<file path="src/rtl/instr_fetch_unit_if.sv">
// Fetch-unit bus bundle: program ROM address/data, fetch control and the
// valid/ready instruction stream toward decode.
interface instr_fetch_unit_if #(
    parameter int CNT_W = 3
) ();
    logic [31:0]      imem_addr;
    logic [31:0]      imem_data;
    logic             fetch_en;
    logic             redirect_valid;
    logic [31:0]      redirect_pc;
    logic             instr_valid;
    logic             instr_ready;
    logic [31:0]      instr_data;
    logic [31:0]      instr_pc;
    logic [CNT_W-1:0] fifo_count;

    modport master (
        output imem_addr,
        input  imem_data,
        input  fetch_en,
        input  redirect_valid,
        input  redirect_pc,
        output instr_valid,
        input  instr_ready,
        output instr_data,
        output instr_pc,
        output fifo_count
    );

    modport slave (
        input  imem_addr,
        output imem_data,
        output fetch_en,
        output redirect_valid,
        output redirect_pc,
        input  instr_valid,
        output instr_ready,
        input  instr_data,
        input  instr_pc,
        input  fifo_count
    );
endinterface

</file>
<file path="src/rtl/instr_fetch_unit.sv">
// Instruction fetch: drives the ROM address, queues {pc, word} in a prefetch
// FIFO and hands the head to decode over valid/ready; redirects flush and restart.
module instr_fetch_unit #(
    parameter logic [31:0] RESET_PC   = 32'h0000_0000,
    parameter int          FIFO_DEPTH = 4,
    parameter int          CNT_W      = 3
) (
    input  logic                clk,
    input  logic                rst_n,
    instr_fetch_unit_if.master  bus_io
);
    localparam int               PTR_W    = (FIFO_DEPTH > 1) ? $clog2(FIFO_DEPTH) : 1;
    localparam logic [CNT_W-1:0] FULL_CNT = CNT_W'(FIFO_DEPTH);

    logic [31:0]      fetch_pc_q, fetch_pc_d;
    logic [PTR_W-1:0] wr_ptr_q, wr_ptr_d;
    logic [PTR_W-1:0] rd_ptr_q, rd_ptr_d;
    logic [CNT_W-1:0] count_q, count_d;
    logic [31:0]      data_mem_q [FIFO_DEPTH];
    logic [31:0]      pc_mem_q   [FIFO_DEPTH];

    logic full, valid, pop, push;

    assign full  = (count_q == FULL_CNT);
    assign valid = (count_q != '0);
    assign pop   = valid & bus_io.instr_ready;
    assign push  = bus_io.fetch_en & ~bus_io.redirect_valid & (~full | pop);

    always_comb begin
        fetch_pc_d = fetch_pc_q;
        wr_ptr_d   = wr_ptr_q;
        rd_ptr_d   = rd_ptr_q;
        count_d    = count_q;
        if (bus_io.redirect_valid) begin
            // Redirect wins over any push/pop on this edge.
            fetch_pc_d = {bus_io.redirect_pc[31:2], 2'b00};
            wr_ptr_d   = '0;
            rd_ptr_d   = '0;
            count_d    = '0;
        end else begin
            if (push) begin
                wr_ptr_d   = wr_ptr_q + 1'b1;
                fetch_pc_d = fetch_pc_q + 32'd4;
            end
            if (pop) begin
                rd_ptr_d = rd_ptr_q + 1'b1;
            end
            if (push && !pop) begin
                count_d = count_q + 1'b1;
            end else if (pop && !push) begin
                count_d = count_q - 1'b1;
            end
        end
    end

    always_ff @(posedge clk or negedge rst_n) begin
        if (!rst_n) begin
            fetch_pc_q <= {RESET_PC[31:2], 2'b00};
            wr_ptr_q   <= '0;
            rd_ptr_q   <= '0;
            count_q    <= '0;
        end else begin
            fetch_pc_q <= fetch_pc_d;
            wr_ptr_q   <= wr_ptr_d;
            rd_ptr_q   <= rd_ptr_d;
            count_q    <= count_d;
        end
    end

    // NOTE: storage is not reset; an empty FIFO masks the head outputs to zero,
    // so stale entries are never observable.
    always_ff @(posedge clk) begin
        if (push) begin
            data_mem_q[wr_ptr_q] <= bus_io.imem_data;
            pc_mem_q[wr_ptr_q]   <= fetch_pc_q;
        end
    end

    assign bus_io.imem_addr   = fetch_pc_q;
    assign bus_io.instr_valid = valid;
    assign bus_io.instr_data  = valid ? data_mem_q[rd_ptr_q] : 32'h0;
    assign bus_io.instr_pc    = valid ? pc_mem_q[rd_ptr_q]   : 32'h0;
    assign bus_io.fifo_count  = count_q;
endmodule

</file>
<file path="src/flat_wrapper.sv">
// flat-port wrapper written by rule: the top's interface ports become plain ports
module instr_fetch_unit_flat 
#(
    parameter logic [31:0] RESET_PC   = 32'h0000_0000,
    parameter int          FIFO_DEPTH = 4,
    parameter int          CNT_W      = 3
)
  (clk, rst_n, bus_io_imem_addr, bus_io_imem_data, bus_io_fetch_en, bus_io_redirect_valid, bus_io_redirect_pc, bus_io_instr_valid, bus_io_instr_ready, bus_io_instr_data, bus_io_instr_pc, bus_io_fifo_count);
  instr_fetch_unit_if #(.CNT_W(CNT_W)) bus_io_i ();
  input  logic clk;
  input  logic rst_n;
  output wire logic [$bits(bus_io_i.imem_addr)-1:0] bus_io_imem_addr;
  input wire logic [$bits(bus_io_i.imem_data)-1:0] bus_io_imem_data;
  input wire logic [$bits(bus_io_i.fetch_en)-1:0] bus_io_fetch_en;
  input wire logic [$bits(bus_io_i.redirect_valid)-1:0] bus_io_redirect_valid;
  input wire logic [$bits(bus_io_i.redirect_pc)-1:0] bus_io_redirect_pc;
  output wire logic [$bits(bus_io_i.instr_valid)-1:0] bus_io_instr_valid;
  input wire logic [$bits(bus_io_i.instr_ready)-1:0] bus_io_instr_ready;
  output wire logic [$bits(bus_io_i.instr_data)-1:0] bus_io_instr_data;
  output wire logic [$bits(bus_io_i.instr_pc)-1:0] bus_io_instr_pc;
  output wire logic [$bits(bus_io_i.fifo_count)-1:0] bus_io_fifo_count;
  assign bus_io_imem_addr = bus_io_i.imem_addr;
  assign bus_io_i.imem_data = bus_io_imem_data;
  assign bus_io_i.fetch_en = bus_io_fetch_en;
  assign bus_io_i.redirect_valid = bus_io_redirect_valid;
  assign bus_io_i.redirect_pc = bus_io_redirect_pc;
  assign bus_io_instr_valid = bus_io_i.instr_valid;
  assign bus_io_i.instr_ready = bus_io_instr_ready;
  assign bus_io_instr_data = bus_io_i.instr_data;
  assign bus_io_instr_pc = bus_io_i.instr_pc;
  assign bus_io_fifo_count = bus_io_i.fifo_count;
  instr_fetch_unit #(.RESET_PC(RESET_PC), .FIFO_DEPTH(FIFO_DEPTH), .CNT_W(CNT_W)) u_core (.clk(clk), .rst_n(rst_n), .bus_io(bus_io_i));
endmodule
</file>
<file path="config.mk">
export PLATFORM = sky130hd
export DESIGN_NAME = instr_fetch_unit_flat
export DESIGN_NICKNAME = d
export VERILOG_FILES = /design/src/rtl/instr_fetch_unit_if.sv /design/src/rtl/instr_fetch_unit.sv /design/src/flat_wrapper.sv
export SDC_FILE = /design/constraint.sdc
export NUM_CORES = 1
export LEC_CHECK = 0
export ABC_AREA = 1
export CORE_ASPECT_RATIO = 0.75
export CORE_UTILIZATION = 63
export CTS_CLUSTER_DIAMETER = 80
export CTS_CLUSTER_SIZE = 30
export DETAILED_ROUTE_END_ITERATION = 7
export DONT_BUFFER_PORTS = 1
export HOLD_SLACK_MARGIN = 0.02
export MAX_ROUTING_LAYER = met4
export PLACE_DENSITY = 0.79
export SYNTH_ARGS = -nofsm -noshare
export SYNTH_HDL_FRONTEND = slang
export SYNTH_SLANG_ARGS = --single-unit
</file>
<file path="constraint.sdc">
create_clock -name clk -period 4.2 [get_ports clk]
set_input_delay 0 -clock clk [delete_from_list [all_inputs] [get_ports clk]]
set_output_delay 0 -clock clk [all_outputs]
set_load 0.02 [all_outputs]
</file>
==> run_results.csv, run 1 <==
group,metric,value,unit
timing,rsz0062_at_grt,"false",
placement,portBuffers,0,
layout,layout.nets,1280,
clock_tree,cts_sinks,285,
critical_path,crit_start,"u_core.rd_ptr_q[1]",
drt,routed_wl,26900,um
timing,max-slew-margin-rel,21.2,%
logic_synthesis,ys_seq_area_share,68.5,%
critical_path,r2r-end,"u_core.pc_mem_q[3][27]",
critical_path,r2r_cells,5,
timing,hold_ws,0.0358,ns
placement,hpwlAfterDp,15700,um
critical_path,crit_type,"reg -> out",
global_routing,antenna_found_initial,0,
floorplanning,die-width,163,um
critical_path,path_cells,"buf_4 > inv_2 > buf_4 > nor2_1 > o21ai_0 > a21oi_1",
critical_path,cpLargestDelayFamily,"buffers and inverters",
clock_tree,cts_root_buf,"clkbuf_16",
pwr,intPower,4.34,mW
pwr,p_sw_share,37.6,%
drt,wl_per_cell,18.5,um
timing,period_needed,3.22,ns
global_routing,grt_max_degree,81,
critical_path,path_max_fanout,63,
critical_path,end_kind,"primary output",
clock_tree,path_clk_slew,0.11,ns
critical_path,crit_buf_inv,3,
global_routing,track_usage,28.4,%
min_path,min_path_type,"in -> async",
clock_tree,cts_tree,"done",
global_routing,grt_pass1_vias,7853,
clock_tree,cts_buffer_depth,3,
pwr,vdd_drop_max,0.407,mV
clock_tree,cts_resized,0,
clock_tree,ctsHtreeMaxLevel,1,
floorplanning,num_io_pins,169,
run,drv_cap,0,
pwr,pwr-share-comb,27.6,%
timing,hold_violations,0,
drt,antenna_left,0,
floorplanning,start_util,65.3,%
critical_path,startpoint_type,"flop",
critical_path,worstPathRequired,4.20,ns
layout,fillers,1306,
floorplanning,chipHeight,123,um
critical_path,path_common_cell,"buf_4",
logic_synthesis,synth_seq_cells,285,
pwr,power_frac_clock,20.0,%
logic_synthesis,synth-async-reset-ratio,13.0,%
global_routing,grt.overflow.total,0,
pwr,netSwitchingPower,2.62,mW
floorplanning,rows,43,
pwr,pwr-share-seq,52.5,%
clock_tree,cts_inserted_buffers,13,
clock_tree,clock_latency,0.49,ns
floorplanning,core,18700,um2
logic_synthesis,synth_cells,1166,
layout,area_growth_syn_to_layout,10.1,%
drt,vias,8386,
logic_synthesis,synth_edf_count,248,
timing,drv_slew,0,
drt,drc_errors,0,
timing,setup_violations,0,
timing,max_freq,311,MHz
layout,layout-drive-gt1-share,3.81,%
timing,fin_crit_sh,76.6,%
floorplanning,dieArea,20000,um2
pwr,power_density,517,nW/um2
timing,fin_worst_skew,0.0182,ns
pwr,p_leak,4.82,nW
layout,diodes,0,
placement,gp_congestion,0.885,
timing,max_slew.worst_pin.slew,1.18,ns
logic_synthesis,synthDistinctLibCells,30,
drt,post_drt_via_cell_ratio,5.77,
global_routing,grt_pass1_wl,41500,um
critical_path,crit_slowest_cell,"buf_4",
logic_synthesis,avgSynthCellArea,10.5,um2
drt,drtIter0Drc,969,
logic_synthesis,ys.flop_type,"edfxtp_1",
critical_path,regToRegSetupSlack,1.79,ns
critical_path,cpPeakStageDelay,0.63,ns
logic_synthesis,syn_area,12200,um2
critical_path,r2r_start,"u_core.bus_io.fifo_count[0]",
logic_synthesis,yosysWarnings,0,
drt,first_pass_iters,5,
critical_path,worstPathArrival,3.22,ns
run_status,status,"finished clean",
timing,timing.setup.tns,0,ns
-- metal layers --
| layer | GRT usage [%] | up-vias | wire length (um) | part of all wire [%] |
|---|---|---|---|---|
| met5 | - | - | 0 | 0 |
| met4 | 6.37 | 0 | 460 | 1.7 |
| met3 | 4.63 | 37 | 2410 | 9.0 |
| met2 | 45.6 | 372 | 12900 | 48 |
| met1 | 38.7 | 3960 | 11100 | 41 |
| li1 | - | 4017 | - | - |
-- power groups by stage --
stage | Clock [mW] | Combinational [mW] | Sequential (mW)
3_3_place_gp | 0 | 1.80 | 3.70
4_1_cts | 1.41 | 1.92 | 3.65
5_1_grt | 1.51 | 2.11 | 3.68
6_report | 1.39 | 1.92 | 3.65
2_1_floorplan | 0 | 1.54 | 3.57
3_5_place_dp | 0 | 1.84 | 3.71
-- final cells by class --
type                    instances  area [um2]  share of cell area [%]
inverters                      59         223                    1.65
clock inverters                 1        16.3                   0.121
repair buffers                 79         796                    5.91
well taps                     247         309                    2.30
flip-flops and latches        285        8380                    62.2
multi-input cells             767        3400                    25.3
clock buffers                  16         337                    2.50
-- Yosys cell counts (2+ instances only) --
cell,number,area [um2]
nand2_1,178,668
ha_1,5,62.6
clkbuf_1,36,135
a21oi_1,65,325
inv_2,6,22.5
dfrtp_1,37,926
buf_4,5,37.5
nand3_1,35,175
o21ai_0,134,671
o211ai_1,8,60.1
edfxtp_1,248,7450
xor2_1,5,43.8
nor2_2,2,12.5
buf_2,12,60.1
nand4_1,4,25.0
buf_1,3,11.3
xnor2_1,2,17.5
o21ai_1,14,70.1
buf_6,2,22.5
inv_1,53,199
nor2_1,303,1140
-- logic make-up after synthesis --
logic type                 after synthesis  synth area share (%)
AOI/OAI and AO/OA                      224                  9.46
xor gates and xnor gates                 7                 0.502
adders and majority gates                6                 0.676
buffers and inverters                  117                  3.99
DFF                                    285                  68.5
other                                    1                0.0307
and+or+nand+nor                        526                  16.8
-- state kept, by name, summed over array words and instances (netlist names) --
| signal | flops |
|---|---|
| u_core.rd_ptr_q | 2 |
| u_core.bus_io.imem_addr | 30 |
| u_core.bus_io.fifo_count | 3 |
| u_core.wr_ptr_q | 2 |
| u_core.data_mem_q | 128 |
| u_core.pc_mem_q | 120 |
-- cells in the final DEF, fill, tap and decap left out, drive strengths merged --
cell | Yosys | final
buf | 22 | 13
dfrtp | 37 | 37
nor3 | 1 | 1
nor2 | 306 | 306
edfxtp | 248 | 248
a21oi | 65 | 65
inv | 59 | 59
clkbuf | 36 | 16
o21bai | 1 | 1
clkinv | 0 | 1
nand4 | 4 | 4
fa | 1 | 1
o211ai | 8 | 8
nand3 | 35 | 35
xor2 | 5 | 5
ha | 5 | 5
o21ai | 149 | 149
nand2 | 179 | 179
or2 | 1 | 1
dlygate4sd3 | 0 | 66
o22ai | 1 | 1
xnor2 | 2 | 2
conb | 1 | 4
-- worst reg2reg max path: stages (launching register included) --
cell	delay [ns]
dfrtp_1	0.50
nor2_1	0.10
nand2_1	0.14
o21ai_4	0.18
nor2_4	0.37
buf_4	0.68
-- worst max-delay path by stage --
stage | to | slack, ns | cells past startpoint
final | bus_io_instr_pc[10] | 0.98 | 6
after global routing | bus_io_instr_pc[10] | 0.80 | 6
after CTS | bus_io_instr_pc[10] | 0.97 | 6
after detailed placement | bus_io_instr_pc[10] | 1.51 | 6
after global placement | bus_io_instr_pc[10] | 1.47 | 6
after floorplan | u_core.data_mem_q[0][0] | 0.33 | 4
-- stage by stage --
step | instance area [um2] | power, mW | setup WS [ns] | utilization (%) | std cells
finish | 13500 | 6.96 | 0.981 | 71.9 | 1454
global route | 13500 | 7.30 | 0.797 | 71.9 | 1454
CTS | 13500 | 6.98 | 0.966 | 71.9 | 1454
detailed placement | 12400 | 5.55 | 1.51 | 66.3 | 1369
global placement | 12400 | 5.51 | 1.47 | 66.3 | 1369
floorplan | 12200 | 5.10 | 0.328 | - | 1169
-- timing repair --
action / 4_1_cts / 5_1_grt
setup buffers: 0 / 0
hold buffers: 68 / 0
hold endpoints to repair: 202 / 0
No activity file was read; power rests on OpenSTA's default activity.
==> run 2: changes to the inputs <==
--- a/config.mk
+++ b/config.mk
@@ -5,7 +5,7 @@
 export SDC_FILE = /design/constraint.sdc
 export NUM_CORES = 1
 export LEC_CHECK = 0
-export ABC_AREA = 1
+export ABC_AREA = 0
 export CORE_ASPECT_RATIO = 0.75
 export CORE_UTILIZATION = 63
 export CTS_CLUSTER_DIAMETER = 80
==> constraint.sdc (replaced) <==
create_clock -name clk -period 3.13 [get_ports clk]
set_input_delay 0 -clock clk [delete_from_list [all_inputs] [get_ports clk]]
set_output_delay 0 -clock clk [all_outputs]
set_load 0.02 [all_outputs]
==> run 2 against run 1 <==
Against the previous run:
- count of clock-buffer cells in the layout up 4
- worst hold slack better by 0.018 ns
- sequential share of layout area up 2.1 points
==> run_results.csv, run 2 <==
group,metric,value,unit
clock_tree,cts_root_buf,"clkbuf_16",
logic_synthesis,synth_xor_area_share,1.12,%
clock_tree,cts_tree,"done",
placement,place_area,11900,um2
timing,timing.setup.tns,0,ns
logic_synthesis,yosysMostFrequentCell,"edfxtp_1",
logic_synthesis,synth_top_family_by_area,"multiplexers",
layout,layout-drive-gt1-share,14.5,%
logic_synthesis,synth_top_area_share,63.7,%
clock_tree,cts_inserted_buffers,13,
critical_path,crit_type,"reg -> reg",
critical_path,worstPathRequired,3.52,ns
layout,finalInstanceArea,13000,um2
global_routing,grt_max_degree,65,
logic_synthesis,muxShareOfSynthArea,12.1,%
critical_path,crit_slowest_cell,"or4b_2",
drt,drtIter0Drc,714,
floorplanning,die-width,159,um
logic_synthesis,synthSimpleGateAreaFrac,9.07,%
logic_synthesis,avgSynthCellArea,17.7,um2
floorplanning,core,17900,um2
pwr,power_frac_clock,21.6,%
floorplanning,chipHeight,120,um
timing,hold_violations,0,
floorplanning,num_io_pins,169,
pwr,p_sw_share,31.6,%
critical_path,end_kind,"flop",
timing,max-slew-margin-rel,32.9,%
timing,rsz0062_at_grt,"false",
drt,drc_errors,0,
clock_tree,path_clk_slew,0.12,ns
global_routing,grt_pass1_vias,6542,
clock_tree,cts_buffer_depth,3,
pwr,intPower,6.05,mW
layout,area_growth_syn_to_layout,11.5,%
pwr,pwr-share-comb,26.3,%
timing,fin_worst_skew,0.0361,ns
layout,largest_register_ffs,128,
logic_synthesis,synth.area.top_cells,"edfxtp_1, mux4_2, dfrtp_1, and2_1, or4_1",
drt,post_drt_via_cell_ratio,6.51,
timing,max_freq,335,MHz
logic_synthesis,ys.flop_type,"edfxtp_1",
layout,final_common_cell,"edfxtp_1",
critical_path,cpPeakStageDelay,0.75,ns
min_path,min_path_type,"in -> reg",
logic_synthesis,yosysWarnings,0,
timing,period_needed,2.99,ns
clock_tree,clock_latency,0.50,ns
drt,wl_per_cell,24.4,um
timing,fin_crit_sh,95.5,%
run,drv_cap,0,
logic_synthesis,synth_common_cells,"edfxtp_1, and2_1, mux4_2, dfrtp_1, clkbuf_1",
logic_synthesis,syn_area,11700,um2
placement,dp.cells,874,
pwr,vdd_drop_max,0.490,mV
logic_synthesis,synthAdderAreaFrac,0.707,%
timing,worst_slack,0.141,ns
global_routing,grt_pass1_wl,36500,um
layout,top_register,"u_core.data_mem_q",
run_status,status,"finished clean",
layout,final_cell_mix,"edfxtp_1, dlygate4sd3_1, and2_1, mux4_2, dfrtp_1",
timing,max_slew.worst_pin.slew,1.01,ns
logic_synthesis,yosysTopAreaCell,"edfxtp_1",
drt,routed_wl,23600,um
placement,hpwlAfterDp,13400,um
placement,portBuffers,0,
pwr,netSwitchingPower,2.80,mW
critical_path,path_cells,"or4b_2 > nand2_4 > nor2_1 > and2_1 > fa_1 > nand3b_1 > dlygate4sd3_1 > o21ai_0 > nand2b_1 > a21oi_1",
logic_synthesis,synth_compound_area_share,3.19,%
global_routing,grt.overflow.total,0,
pwr,power_density,679,nW/um2
timing,setup_violations,0,
placement,gp_congestion,0.853,
layout,final_cells,969,
placement,post-place-ws,0.163,ns
global_routing,antenna_found_initial,0,
layout,layout.nets,794,
logic_synthesis,synth_seq_cells,285,
logic_synthesis,synthDistinctLibCells,48,
logic_synthesis,synth_edf_count,248,
clock_tree,cts_sinks,285,
critical_path,worstPathArrival,3.38,ns
floorplanning,start_util,65.2,%
logic_synthesis,ys_seq_area_share,71.7,%
critical_path,path_max_fanout,5,
logic_synthesis,synth_cells,662,
logic_synthesis,synth-async-reset-ratio,13.0,%
drt,first_pass_iters,5,
floorplanning,rows,42,
floorplanning,dieArea,19100,um2
drt,antenna_left,0,
critical_path,startpoint_type,"flop",
pwr,p_leak,4.15,nW
pwr,pwr-share-seq,52.1,%
clock_tree,ctsHtreeMaxLevel,1,
drt,vias,6310,
timing,drv_slew,0,
global_routing,track_usage,26.2,%
==> run 2: cell count changes after synthesis, sizes merged, moves of 17 or more <==
cell   before  now
a21oi      65    2
a31oi       0   17
and2        0   68
inv        59   11
mux4        0   62
nand2     179   25
nand3      35   12
nor2      306   22
o21ai     149   16
or4         0   18
==> run 2: worst paths after layout <==
path / startpoint / endpoint / slack [ns] / cells past startpoint
setup / recovery: u_core.bus_io.fifo_count[0] / u_core.bus_io.fifo_count[2] / 0.14 / 10
hold / removal: bus_io_instr_ready / u_core.bus_io.fifo_count[1] / 0.05 / 4
setup reg to reg: u_core.bus_io.fifo_count[0] / u_core.bus_io.fifo_count[2] / 0.14 / 10
hold reg to reg: u_core.wr_ptr_q[1] / u_core.wr_ptr_q[1] / 0.60 / 2
max in group asynchronous: rst_n / u_core.rd_ptr_q[1] / 2.84 / 3
min in group asynchronous: rst_n / u_core.bus_io.imem_addr[15] / 0.06 / 3
==> run 2: worst max-delay path: cells and delay by family (launching register included) <==
kind,cells,cell delay (ns)
compound gates,2,0.16
fa+ha+maj,1,0.40
buf+inv,1,0.59
flops,1,0.40
simple gates,6,1.33
==> run 2: cell type report <==
type | instances | area (um2)
tap | 242 | 303
multi-input combinational | 326 | 3100
sequential | 285 | 8380
timing repair buffer | 82 | 826
fill | 1104 | 4900
inverter | 11 | 41.3
clock buffer | 20 | 352
antenna | 1 | 2.50
clock inverter | 2 | 25.0
==> run 2: routing by layer <==
| layer | up-vias | part of all wire [%] | wire length [um] | global-route usage [%] |
|---|---|---|---|---|
| met5 | - | 0 | 0 | - |
| met2 | 265 | 49 | 11700 | 42.1 |
| met1 | 3290 | 42 | 9800 | 35.2 |
| met3 | 46 | 6.7 | 1580 | 4.77 |
| li1 | 2709 | - | - | - |
| met4 | 0 | 2.4 | 561 | 7.51 |
==> run 2: per-stage QoR <==
step	total power [mW]	hold WS [ns]	util [%]
2_1_floorplan	6.47	-0.296	-
3_3_place_gp	6.86	-0.295	66.3
3_5_place_dp	6.92	-0.295	66.3
4_1_cts	8.91	0.0361	72.6
5_1_grt	9.19	0.0532	72.7
6_report	8.85	0.0542	72.7
==> run 2: what timing repair did <==
action | in CTS | in global routing
hold buffers | 72 | 0
hold endpoints to repair | 202 | 0
buffers inserted | 0 | 0
resized for setup | 0 | 2
endpoints found under the setup margin | 0 | 2
==> run 2: power groups by stage <==
stage | Clock (mW) | Combinational (mW) | Sequential, mW
after global routing | 2.06 | 2.49 | 4.64
after CTS | 1.94 | 2.36 | 4.61
after global placement | 0 | 2.19 | 4.67
after floorplan | 0 | 1.86 | 4.61
final | 1.91 | 2.33 | 4.61
after detailed placement | 0 | 2.23 | 4.70
==> run 2: cells by family after synthesis <==
logic type / count (synthesis)
DFF: 285
and+or+nand+nor: 179
muxes: 64
AOI/OAI and AO/OA: 58
buffers and inverters: 54
xor gates and xnor gates: 15
adders and majority gates: 6
other: 1
==> run 3: changes to the inputs <==
--- a/config.mk
+++ b/config.mk
@@ -5,7 +5,7 @@
 export SDC_FILE = /design/constraint.sdc
 export NUM_CORES = 1
 export LEC_CHECK = 0
-export ABC_AREA = 0
+export ABC_AREA = 1
 export CORE_ASPECT_RATIO = 0.75
 export CORE_UTILIZATION = 63
 export CTS_CLUSTER_DIAMETER = 80
==> run 3 against run 2 <==
Against the previous run:
- final cell count grew 51%
- worst hold slack improved by 0.015 ns
- first-iteration DRC count increased by 30%
- die area is 4.5% higher
- cell area grew 4.1%
- utilization decreased by 0.24 points
- power up 6.5%
- sequential power up 4%
- clock skew down 0.023 ns
- fmax grew 12%
==> run_results.csv, run 3 (synthesis gave the netlist of run 1 again) <==
group,metric,value,unit
timing,rsz0062_at_grt,"false",
timing,period_needed,2.66,ns
timing,fin_crit_sh,84.9,%
clock_tree,cts_root_buf,"clkbuf_16",
pwr,power_density,695,nW/um2
layout,final_common_cell,"nor2_1",
global_routing,grt.overflow.total,0,
layout,largest_register_ffs,128,
critical_path,worstPathRequired,3.56,ns
placement,gp_congestion,0.882,
min_path,min_path_type,"in -> async",
drt,drtIter0Drc,930,
critical_path,worstPathArrival,3.09,ns
run,drv_cap,0,
clock_tree,cts_sinks,285,
drt,routed_wl,27400,um
floorplanning,start_util,65.3,%
global_routing,track_usage,28.7,%
clock_tree,path_clk_slew,0.11,ns
clock_tree,cts_tree,"done",
timing,max-slew-margin-rel,25.3,%
critical_path,crit_type,"reg -> reg",
pwr,p_leak,4.88,nW
pwr,vdd_drop_max,0.588,mV
critical_path,cpPeakStageDelay,0.57,ns
floorplanning,rows,43,
clock_tree,cts_inserted_buffers,13,
clock_tree,cts_buffer_depth,3,
timing,hold_violations,0,
clock_tree,clock_latency,0.48,ns
clock_tree,ctsHtreeMaxLevel,1,
layout,area_growth_syn_to_layout,11.0,%
floorplanning,num_io_pins,169,
layout,seq_area,8380,um2
timing,max_freq,376,MHz
critical_path,path_max_fanout,21,
clock_tree,cts_setup_buffers,0,
critical_path,startpoint_type,"flop",
global_routing,grt_pass1_wl,42300,um
timing,drv_slew,0,
layout,fillers,1301,
critical_path,end_kind,"flop",
critical_path,path_common_cell,"nand2_1",
layout,multi_input_area,3400,um2
global_routing,antenna_found_initial,0,
drt,post_drt_via_cell_ratio,5.80,
drt,wl_per_cell,18.7,um
run_status,status,"finished clean",
layout,layout-drive-gt1-share,4.03,%
placement,portBuffers,0,
global_routing,grt_pass1_vias,8086,
pwr,fin_total_pwr,9.42,mW
layout,diodes,0,
layout,final_cell_mix,"nor2_1, edfxtp_1, nand2_1, o21ai_0, dlygate4sd3_1",
global_routing,grt_max_degree,126,
layout,top_register,"u_core.data_mem_q",
floorplanning,core,18700,um2
drt,antenna_left,0,
placement,hpwlAfterDp,16000,um
timing,max_slew.worst_pin.slew,1.12,ns
critical_path,crit_slowest_cell,"dlygate4sd3_1",
timing,hold_ws,0.0692,ns
drt,vias,8482,
floorplanning,dieArea,20000,um2
critical_path,path_cells,"nor2_1 > nand2_1 > o21ai_4 > nand2_4 > inv_2 > nand2_1 > o211ai_1 > dlygate4sd3_1",
layout,layout.nets,1288,
timing,setup_violations,0,
timing,fin_worst_skew,0.0128,ns
drt,drc_errors,0,
floorplanning,chipHeight,123,um
drt,first_pass_iters,6,
critical_path,regToRegSetupSlack,0.47,ns
floorplanning,die-width,163,um
[run 3: changes by cell type in the layout (fill, tap and decap cells not counted), sizes merged, moves of 6 or more]
cell,delta
a21oi,+63
and2,-68
xnor2,-8
mux4,-62
nand3,+23
inv,+46
a31oi,-17
nand2,+154
or4,-18
o31ai,-12
o21ai,+133
nor2,+284
or3,-6
[run 3: final cells by class]
type | instances | share of cell area (%)
Sequential cell | 285 | 61.8
Multi-Input combinational cell | 767 | 25.1
Timing Repair Buffer | 87 | 6.62
Clock buffer | 15 | 2.45
Tap cell | 247 | 2.28
Inverter | 59 | 1.64
Clock inverter | 2 | 0.148
[run 3: per-stage QoR]
step           cells  cell area, um2  util, %  TNS, ns  setup slack [ns]
6_report        1462           13600     72.4        0             0.472
5_1_grt         1462           13600     72.4        0             0.293
4_1_cts         1462           13600     72.4        0             0.283
3_5_place_dp    1371           12400     66.5        0             0.752
3_3_place_gp    1371           12400     66.5        0             0.803
2_1_floorplan   1169           12200        -  -184.07            -0.742
[run 3: path summary, 6_finish.rpt]
| check | cells after the start | from | end |
|---|---|---|---|
| min | 3 | rst_n | u_core.bus_io.imem_addr[8] |
| max reg2reg | 8 | u_core.bus_io.fifo_count[0] | u_core.bus_io.imem_addr[7] |
| min reg2reg | 2 | u_core.wr_ptr_q[1] | u_core.wr_ptr_q[1] |
| max | 8 | u_core.bus_io.fifo_count[0] | u_core.bus_io.imem_addr[7] |
| max in group asynchronous | 3 | rst_n | u_core.rd_ptr_q[0] |
| min in group clk | 5 | bus_io_instr_ready | u_core.bus_io.imem_addr[25] |
[run 3: layer usage]
| layer | share of wire, % | GRT usage (%) |
|---|---|---|
| met5 | 0 | - |
| met4 | 2.1 | 7.42 |
| met3 | 8.6 | 4.56 |
| met2 | 47 | 44.9 |
| met1 | 42 | 39.8 |
[run 3: where the power goes]
part / total, mW / internal, mW / switching, mW
clock: 1.87 / 0.780 / 1.09
sequential: 4.80 / 4.45 / 0.354
combinational: 2.76 / 0.657 / 2.10
[run 3: repair_timing]
| action | CTS | global route |
|---|---|---|
| setup endpoints to repair | 0 | 1 |
| gates resized for setup | 0 | 1 |
| hold endpoints to repair | 202 | 0 |
| hold buffers | 74 | 0 |
[run 3: critical path: cells and delay by family (launching register included)]
kind            cells  cell delay, ns
compound gates      2            0.56
flops               1            0.48
buf+inv             2            0.85
simple gates        4            0.71
